--- config.mk ---
export PLATFORM = sky130hd
export DESIGN_NAME = pipe_fifo
export DESIGN_NICKNAME = d
export VERILOG_FILES = /design/src/rtl/pipe_fifo_pkg.sv /design/src/rtl/fifo_ptr.sv /design/src/rtl/pipe_fifo.sv
export SDC_FILE = /design/constraint.sdc
export NUM_CORES = 1
export LEC_CHECK = 0
export CELL_PAD_IN_SITES_DETAIL_PLACEMENT = 2
export CELL_PAD_IN_SITES_GLOBAL_PLACEMENT = 2
export CORE_ASPECT_RATIO = 1.5
export CORE_MARGIN = 5
export CORE_UTILIZATION = 42
export DETAILED_ROUTE_END_ITERATION = 6
export PLACE_DENSITY = 0.77
export SLEW_MARGIN = 20
export SYNTH_ARGS = -nofsm -noshare
export SYNTH_HDL_FRONTEND = slang
export SYNTH_SLANG_ARGS = --single-unit
--- constraint.sdc ---
create_clock -name clk -period 5.1 [get_ports clk]
set_input_delay 0.51 -clock clk [delete_from_list [all_inputs] [get_ports clk]]
set_output_delay 0.51 -clock clk [all_outputs]
set_load 0.01 [all_outputs]
--- src/rtl/pipe_fifo_pkg.sv ---
// Shared components package: helpers reused by parametrised blocks.
package pipe_fifo_pkg;

  // Ceiling log2 usable in parameter expressions; clog2(1) is 0.
  function automatic int clog2(input int value);
    int result;
    int rem;
    result = 0;
    rem    = value - 1;
    while (rem > 0) begin
      result = result + 1;
      rem    = rem >> 1;
    end
    return result;
  endfunction

endpackage

--- src/rtl/fifo_ptr.sv ---
// Wrapping AW-bit pointer register with async reset, sync clear and increment enable.
module fifo_ptr #(
  parameter int AW = 2
) (
  input  logic          clk,
  input  logic          reset,
  input  logic          clear,
  input  logic          inc,
  output logic [AW-1:0] ptr
);

  // Wrap from DEPTH-1 to 0 comes from natural AW-bit overflow.
  always_ff @(posedge clk or posedge reset) begin
    if (reset) begin
      ptr <= '0;
    end else if (clear) begin
      ptr <= '0;
    end else if (inc) begin
      ptr <= ptr + 1'b1;
    end
  end

endmodule

--- src/rtl/pipe_fifo.sv ---
// Synchronous show-ahead FIFO with push/pop handshake, flush and occupancy count.
// Define PIPE_FIFO_ERR_EN to add sticky overflow/underflow outputs.
module pipe_fifo
  import pipe_fifo_pkg::*;
#(
  parameter  int WIDTH = 32,
  parameter  int DEPTH = 4,
  localparam int AW    = clog2(DEPTH)
) (
  input  logic             clk,
  input  logic             reset,
  input  logic             clear,
  input  logic             wr_en,
  input  logic [WIDTH-1:0] din,
  input  logic             rd_en,
  output logic [WIDTH-1:0] dout,
  output logic             empty,
  output logic             full,
  output logic [AW:0]      count
`ifdef PIPE_FIFO_ERR_EN
  ,
  output logic             overflow,
  output logic             underflow
`endif
);

  localparam logic [AW:0] DEPTH_COUNT = (AW + 1)'(DEPTH);

  logic [WIDTH-1:0] mem [DEPTH];
  logic [AW-1:0]    wptr;
  logic [AW-1:0]    rptr;
  logic             pop_ok;
  logic             push_ok;

  assign empty   = (count == '0);
  assign full    = (count == DEPTH_COUNT);
  assign pop_ok  = rd_en & ~empty;
  // A full FIFO still takes a push when the same edge frees the head slot.
  assign push_ok = wr_en & (~full | pop_ok);
  assign dout    = mem[rptr];

  fifo_ptr #(.AW(AW)) u_wptr (
    .clk   (clk),
    .reset (reset),
    .clear (clear),
    .inc   (push_ok),
    .ptr   (wptr)
  );

  fifo_ptr #(.AW(AW)) u_rptr (
    .clk   (clk),
    .reset (reset),
    .clear (clear),
    .inc   (pop_ok),
    .ptr   (rptr)
  );

  // NOTE: storage is reset on purpose so dout reads 0 straight out of reset;
  // this keeps mem in flops rather than a RAM macro.
  always_ff @(posedge clk or posedge reset) begin
    if (reset) begin
      for (int i = 0; i < DEPTH; i++) begin
        mem[i] <= '0;
      end
    end else if (push_ok && !clear) begin
      mem[wptr] <= din;
    end
  end

  always_ff @(posedge clk or posedge reset) begin
    if (reset) begin
      count <= '0;
    end else if (clear) begin
      count <= '0;
    end else begin
      case ({push_ok, pop_ok})
        2'b10:   count <= count + 1'b1;
        2'b01:   count <= count - 1'b1;
        default: count <= count;
      endcase
    end
  end

`ifdef PIPE_FIFO_ERR_EN
  always_ff @(posedge clk or posedge reset) begin
    if (reset) begin
      overflow  <= 1'b0;
      underflow <= 1'b0;
    end else if (clear) begin
      overflow  <= 1'b0;
      underflow <= 1'b0;
    end else begin
      if (wr_en && full && !pop_ok) overflow  <= 1'b1;
      if (rd_en && empty)           underflow <= 1'b1;
    end
  end
`endif

endmodule
-- Word level (Yosys, flattened, before mapping)
Cells that the tools add are included.
W data, S select, Z words.
- word-level logic and storage cells: 43
- bits of input ports: 37
- output and inout port bits: 37
- register bits: 135
- bitwise operators: 7
- equal/unequal tests: 3
- $add $sub $neg: 4
- muxes and demuxes: 12
- reductions and logical operators: 7
- order comparisons: 3
- operator list (cell ; count):
    $bwmux W128 ; 1
    $mux W32 ; 3
    $bmux W32 S2 ; 1
    $demux W32 S2 ; 1
    $mux W2 ; 4
    $ge A3 B3 Y1 const B ; 2
    $not A2 Y3 ; 2
    $pmux W3 S2 ; 1
    $add A2 B1 Y2 const B ; 2
    $reduce_bool A2 Y1 ; 2
    $add A3 B1 Y3 const B ; 1
    $eq A3 B3 Y1 const B ; 1
    $logic_not A3 Y1 ; 1
    $lt A3 B1 Y1 const B ; 1
    $mux W3 ; 1
    $reduce_bool A3 Y1 ; 1
    $sub A3 B1 Y3 const B ; 1
    $and A1 B1 Y1 ; 2
    $eq A2 B1 Y1 const B ; 1
    $eq A2 B2 Y1 const B ; 1
    $logic_and A1 B1 Y1 ; 2
    $not A1 Y1 ; 2
    $logic_not A1 Y1 ; 1
    $or A1 B1 Y1 ; 1

-- Longest topological paths before layout
- depth in word-level cells: 8
- depth in mapped cells: 7
- mapped depth without buffers: 6

-- Modules after synthesis
Synthesis repeated with hierarchy kept, for this count alone.
- cell total of the unflattened synthesis: 370
- area total of the unflattened synthesis: 6152.2 um2
- by module, submodules not included (module ; cells an instance ; area an instance (um2) ; sequential area each (um2) ; times used):
    pipe_fifo ; 354 ; 5967.0 ; 3278.1 ; 1
    fifo_ptr ; 8 ; 92.6 ; 50.0 ; 2

-- Least setup slack after synthesis
Ideal clock, no wire load.
- path type: flip-flop to flip-flop
- from: register count[0]
- to: register count[2]
- stages on the path, launching flop included: 8
- clock period less this slack: 2367 ps
- arrival time: 2285 ps
- data required time: 5018 ps
- setup slack: 2733 ps
- cells stage by stage: dfrtp_1 > buf_8 > o31ai_1 > nor2_1 > fa_1 > or3b_2 > or3_1 > a31oi_1
- word-level cells in the longest chain between the ends: 8
- elaborated cells on any way between the ends: 14
- those cells by class: 2 x add/sub; 3 x eq/ne; 2 x mux; 5 x bitwise; 2 x reduce/logical
- RTL lines (what ; line ; text):
    from (decl) ; pipe_fifo.sv:19 ; output logic [AW:0] count
    from (signal assigned) ; pipe_fifo.sv:77 ; 2'b10: count <= count + 1'b1;
    from (signal assigned) ; pipe_fifo.sv:78 ; 2'b01: count <= count - 1'b1;
    from (signal assigned) ; pipe_fifo.sv:79 ; default: count <= count;
    $logic_not A3 Y1 ; pipe_fifo.sv:35 ; assign empty = (count == '0);
    $not A1 Y1 ; pipe_fifo.sv:37 ; assign pop_ok = rd_en & ~empty;
    $and A1 B1 Y1 ; pipe_fifo.sv:37 ;
    $or A1 B1 Y1 ; pipe_fifo.sv:39 ; assign push_ok = wr_en & (~full | pop_ok);
    $and A1 B1 Y1 ; pipe_fifo.sv:39 ;
    $eq A2 B1 Y1 / $eq A2 B2 Y1 (equally long branches) ; pipe_fifo.sv:76 ; case ({push_ok, pop_ok})
    $pmux W3 S2 ; pipe_fifo.sv:76 ;
    $mux W3 ; pipe_fifo.sv:73 ; end else if (clear) begin
Several ways; a longest one is shown, not always the timed one.
A chain may end at the register's enable or synchronous reset.

-- Worst setup path after layout
- from: register u_rptr.ptr[0]
- to: output dout[8]
- word-level cells in the longest chain between the ends: 4
- RTL lines (what ; line ; text):
    from (decl) ; fifo_ptr.sv:9 ; output logic [AW-1:0] ptr
    from (signal assigned) ; fifo_ptr.sv:19 ; ptr <= ptr + 1'b1;
    $not A2 Y3 (implied by the code) ; pipe_fifo.sv:40 ; assign dout = mem[rptr];
    $bmux W32 S2 ; pipe_fifo.sv:40 ;
    $mux W32 (implied by the code) (2 in series) ; pipe_fifo.sv:40 ;
    to (decl) ; pipe_fifo.sv:16 ; output logic [WIDTH-1:0] dout,
Every way passes these cells. The select of a mux whose other input is x is not followed.

==> flow_summary.yaml <==
status:
  status: "complete, no violations"
sta:
  skew_ns: 0.00649
  tns_ns: 0
  tightest_slew_ns: 1.01
  final_hold_viol_count: 0
  slew_headroom: 0.328
  layout_setup_ws_ns: 1.74
  whs_ns: 0.504
  period_minus_slack_ns: 3.36
  final.period_utilization: 0.658
  rsz0062_at_grt: "false"
  finalSetupViolations: 0
  max_freq_mhz: 298
  final_max_slew_viol_count: 0
grt:
  antenna_found_initial: 0
  grt_usage: 0.181
  gr-total-overflow: 0
  grt_start_max_net_pins: 71
  grt_pass1_vias: 4288
  grt_first_pass_wirelength_um: 25300
yosys:
  synthesis.area_um2: 6720
  synth_top_cell_area_share: 0.503
  synth_seq_cells: 135
  syn_inst: 374
  synth_area_leaders: "dfrtp_1 50%, mux2_4 27%, mux4_2 11%"
  synth_cell_types: 36
  synthAdderAreaFrac: 0.0104
  synth.avg_cell_area_um2: 18.0
  yosysTopAreaCell: "dfrtp_1"
  synth_compound_area_frac: 0.0104
  synth.yosys.seq_area_share: 0.503
  synthSimpleGateAreaFrac: 0.0240
  dominantRegCellSynth: "dfrtp_1"
  synth_async_sr_flop_share: 1.00
  ys_warn_count: 0
  synth-edff-count: 0
  synthXorXnorAreaFrac: 0.00522
  synth_nets: 416
  synth_top_family_by_area: "multiplexers"
  synth.mux.area_fraction: 0.392
clocking:
  clkLatencyLatePin_ns: 0.42
  cts_sinks: 135
  post-cts-setup-buffers: 0
  ctsLongestPathBuffers: 2
  cts.clk_slew.worst_paths_ns: 0.06
  htree_levels: 4
  holdBufCountCts: 0
  cts_inserted_buffers: 17
  cts_resized: 0
  cts_root_buf: "clkbuf_16"
  cts_tree: "yes"
worst_hold_path:
  hp-class: "reg -> reg"
  hold_path_end: "mem[95]"
  hold_depth: 1
  min_from: "mem[95]"
layout:
  fin_area_um2: 8110
  register_area_um2: 3380
  final_nets: 485
  stdcell_count: 659
  layout_commonest_cell: "dfrtp_1"
  multi_input_area_um2: 3030
  layout-drive-gt1-share: 0.454
  mostFrequentLayoutCells: "133 x dfrtp_1, 120 x mux2_4, 73 x clkdlybuf4s50_1, 32 x mux4_2, 17 x clkbuf_16"
  area_growth_pct: 20.8
  final_util: 0.517
  num-fill-cells: 1417
  antenna_cells: 0
critical_path:
  worstPathRequired_ns: 4.59
  critPathLaunchType: "flop"
  r2r_end: "count[2]"
  path_cells: "buf_4, mux4_2, clkdlybuf4s50_1"
  cp_slowest_cell: "dfrtp_2"
  rrSetupSlack_ns: 2.55
  worstPathArrival_ns: 2.85
  cpPeakStageDelay_ns: 0.84
  crit_fanout: 19
  crit_path_end_kind: "primary output"
  path_class: "reg -> out"
  r2r-start: "count[0]"
  r2r_cells: 6
drt:
  first_iter_violations: 103
  ant_nets: 0
  wire_per_inst_um: 23.9
  drt_first_pass_iters: 4
  vias: 3479
  routed_via_density: 5.28
  routed_wl_um: 15800
  drcViolationCount: 0
power:
  power.density_nw_per_um2: 504
  p_total_mw: 4.09
  peakVddDrop_mv: 0.199
  p_leak_nw: 3.47
placement:
  portBuffers: 73
  placed_cell_area_um2: 7520
  place_inst: 627
  place_ws_ns: 1.95
  place_hpwl_um: 9720
  place.gp.congestion: 0.694
floorplanning:
  start_util: 0.428
  rows: 56
  dieArea_um2: 18700
  die_w_um: 113
  fp.dieH_um: 165
  coreArea_um2: 15700
  boundaryPins: 74
flow_run:
  cap_violations: 0
==> logic make-up after synthesis <==
logic type / after synthesis
buf+inv: 34
compound gates: 10
fa+ha+maj: 5
xor+xnor: 4
mux: 162
flops: 135
simple gates: 24
==> final cells by class <==
class	instances	area share
flip-flops and latches	135	0.417
multi-input cells	205	0.373
repair buffers	80	0.103
clock buffers	26	0.0628
well taps	203	0.0313
clock inverters	6	0.0109
inverters	4	0.00216
==> sequential cells by signal, summed over array words and instances, names as in the netlist <==
signal	count
mem	128
count	3
u_rptr.ptr	2
u_wptr.ptr	2
==> cells in the mapped netlist, types with 2 or more instances <==
master and instances:
nand2b_1 2, buf_12 12, nor4bb_1 4, a21oi_1 2, buf_2 8, nor2_1 7, o2111ai_1 2, mux2_4 120
nand3_1 2, dfrtp_1 135, mux4_2 32, mux2_2 9, clkbuf_1 4, xor2_1 3, inv_1 4, buf_4 4
nand2_1 2, ha_1 4
==> critical path: cells and delay by family (launching register included) <==
kind	cells	cell delay, ns
buf+inv	2	1.02
flops	1	0.84
mux	1	0.56
==> how the worst max path moves through the flow <==
stage	from	end	depth (start not counted)
finish	u_rptr.ptr[0]	dout[8]	3
global route	u_rptr.ptr[0]	dout[2]	3
CTS	u_rptr.ptr[0]	dout[8]	3
detailed placement	clear	mem[121]	4
global placement	clear	mem[118]	4
floorplan	reset	count[0]	1
==> report_power, final <==
| part | internal (mW) | switching, mW |
|---|---|---|
| Sequential | 1.41 | 0.238 |
| Clock | 0.785 | 0.455 |
| Combinational | 0.836 | 0.366 |
==> per-layer routing <==
layer  vias to the layer above  share of wire  GRT usage
met5                         -              0          0
met4                         0          0.015     0.0563
met3                        20          0.028     0.0451
met2                        53           0.55      0.325
met1                      1898           0.40      0.214
li1                       1508              -          -
Note: power is estimated with default switching activity, not from simulation.
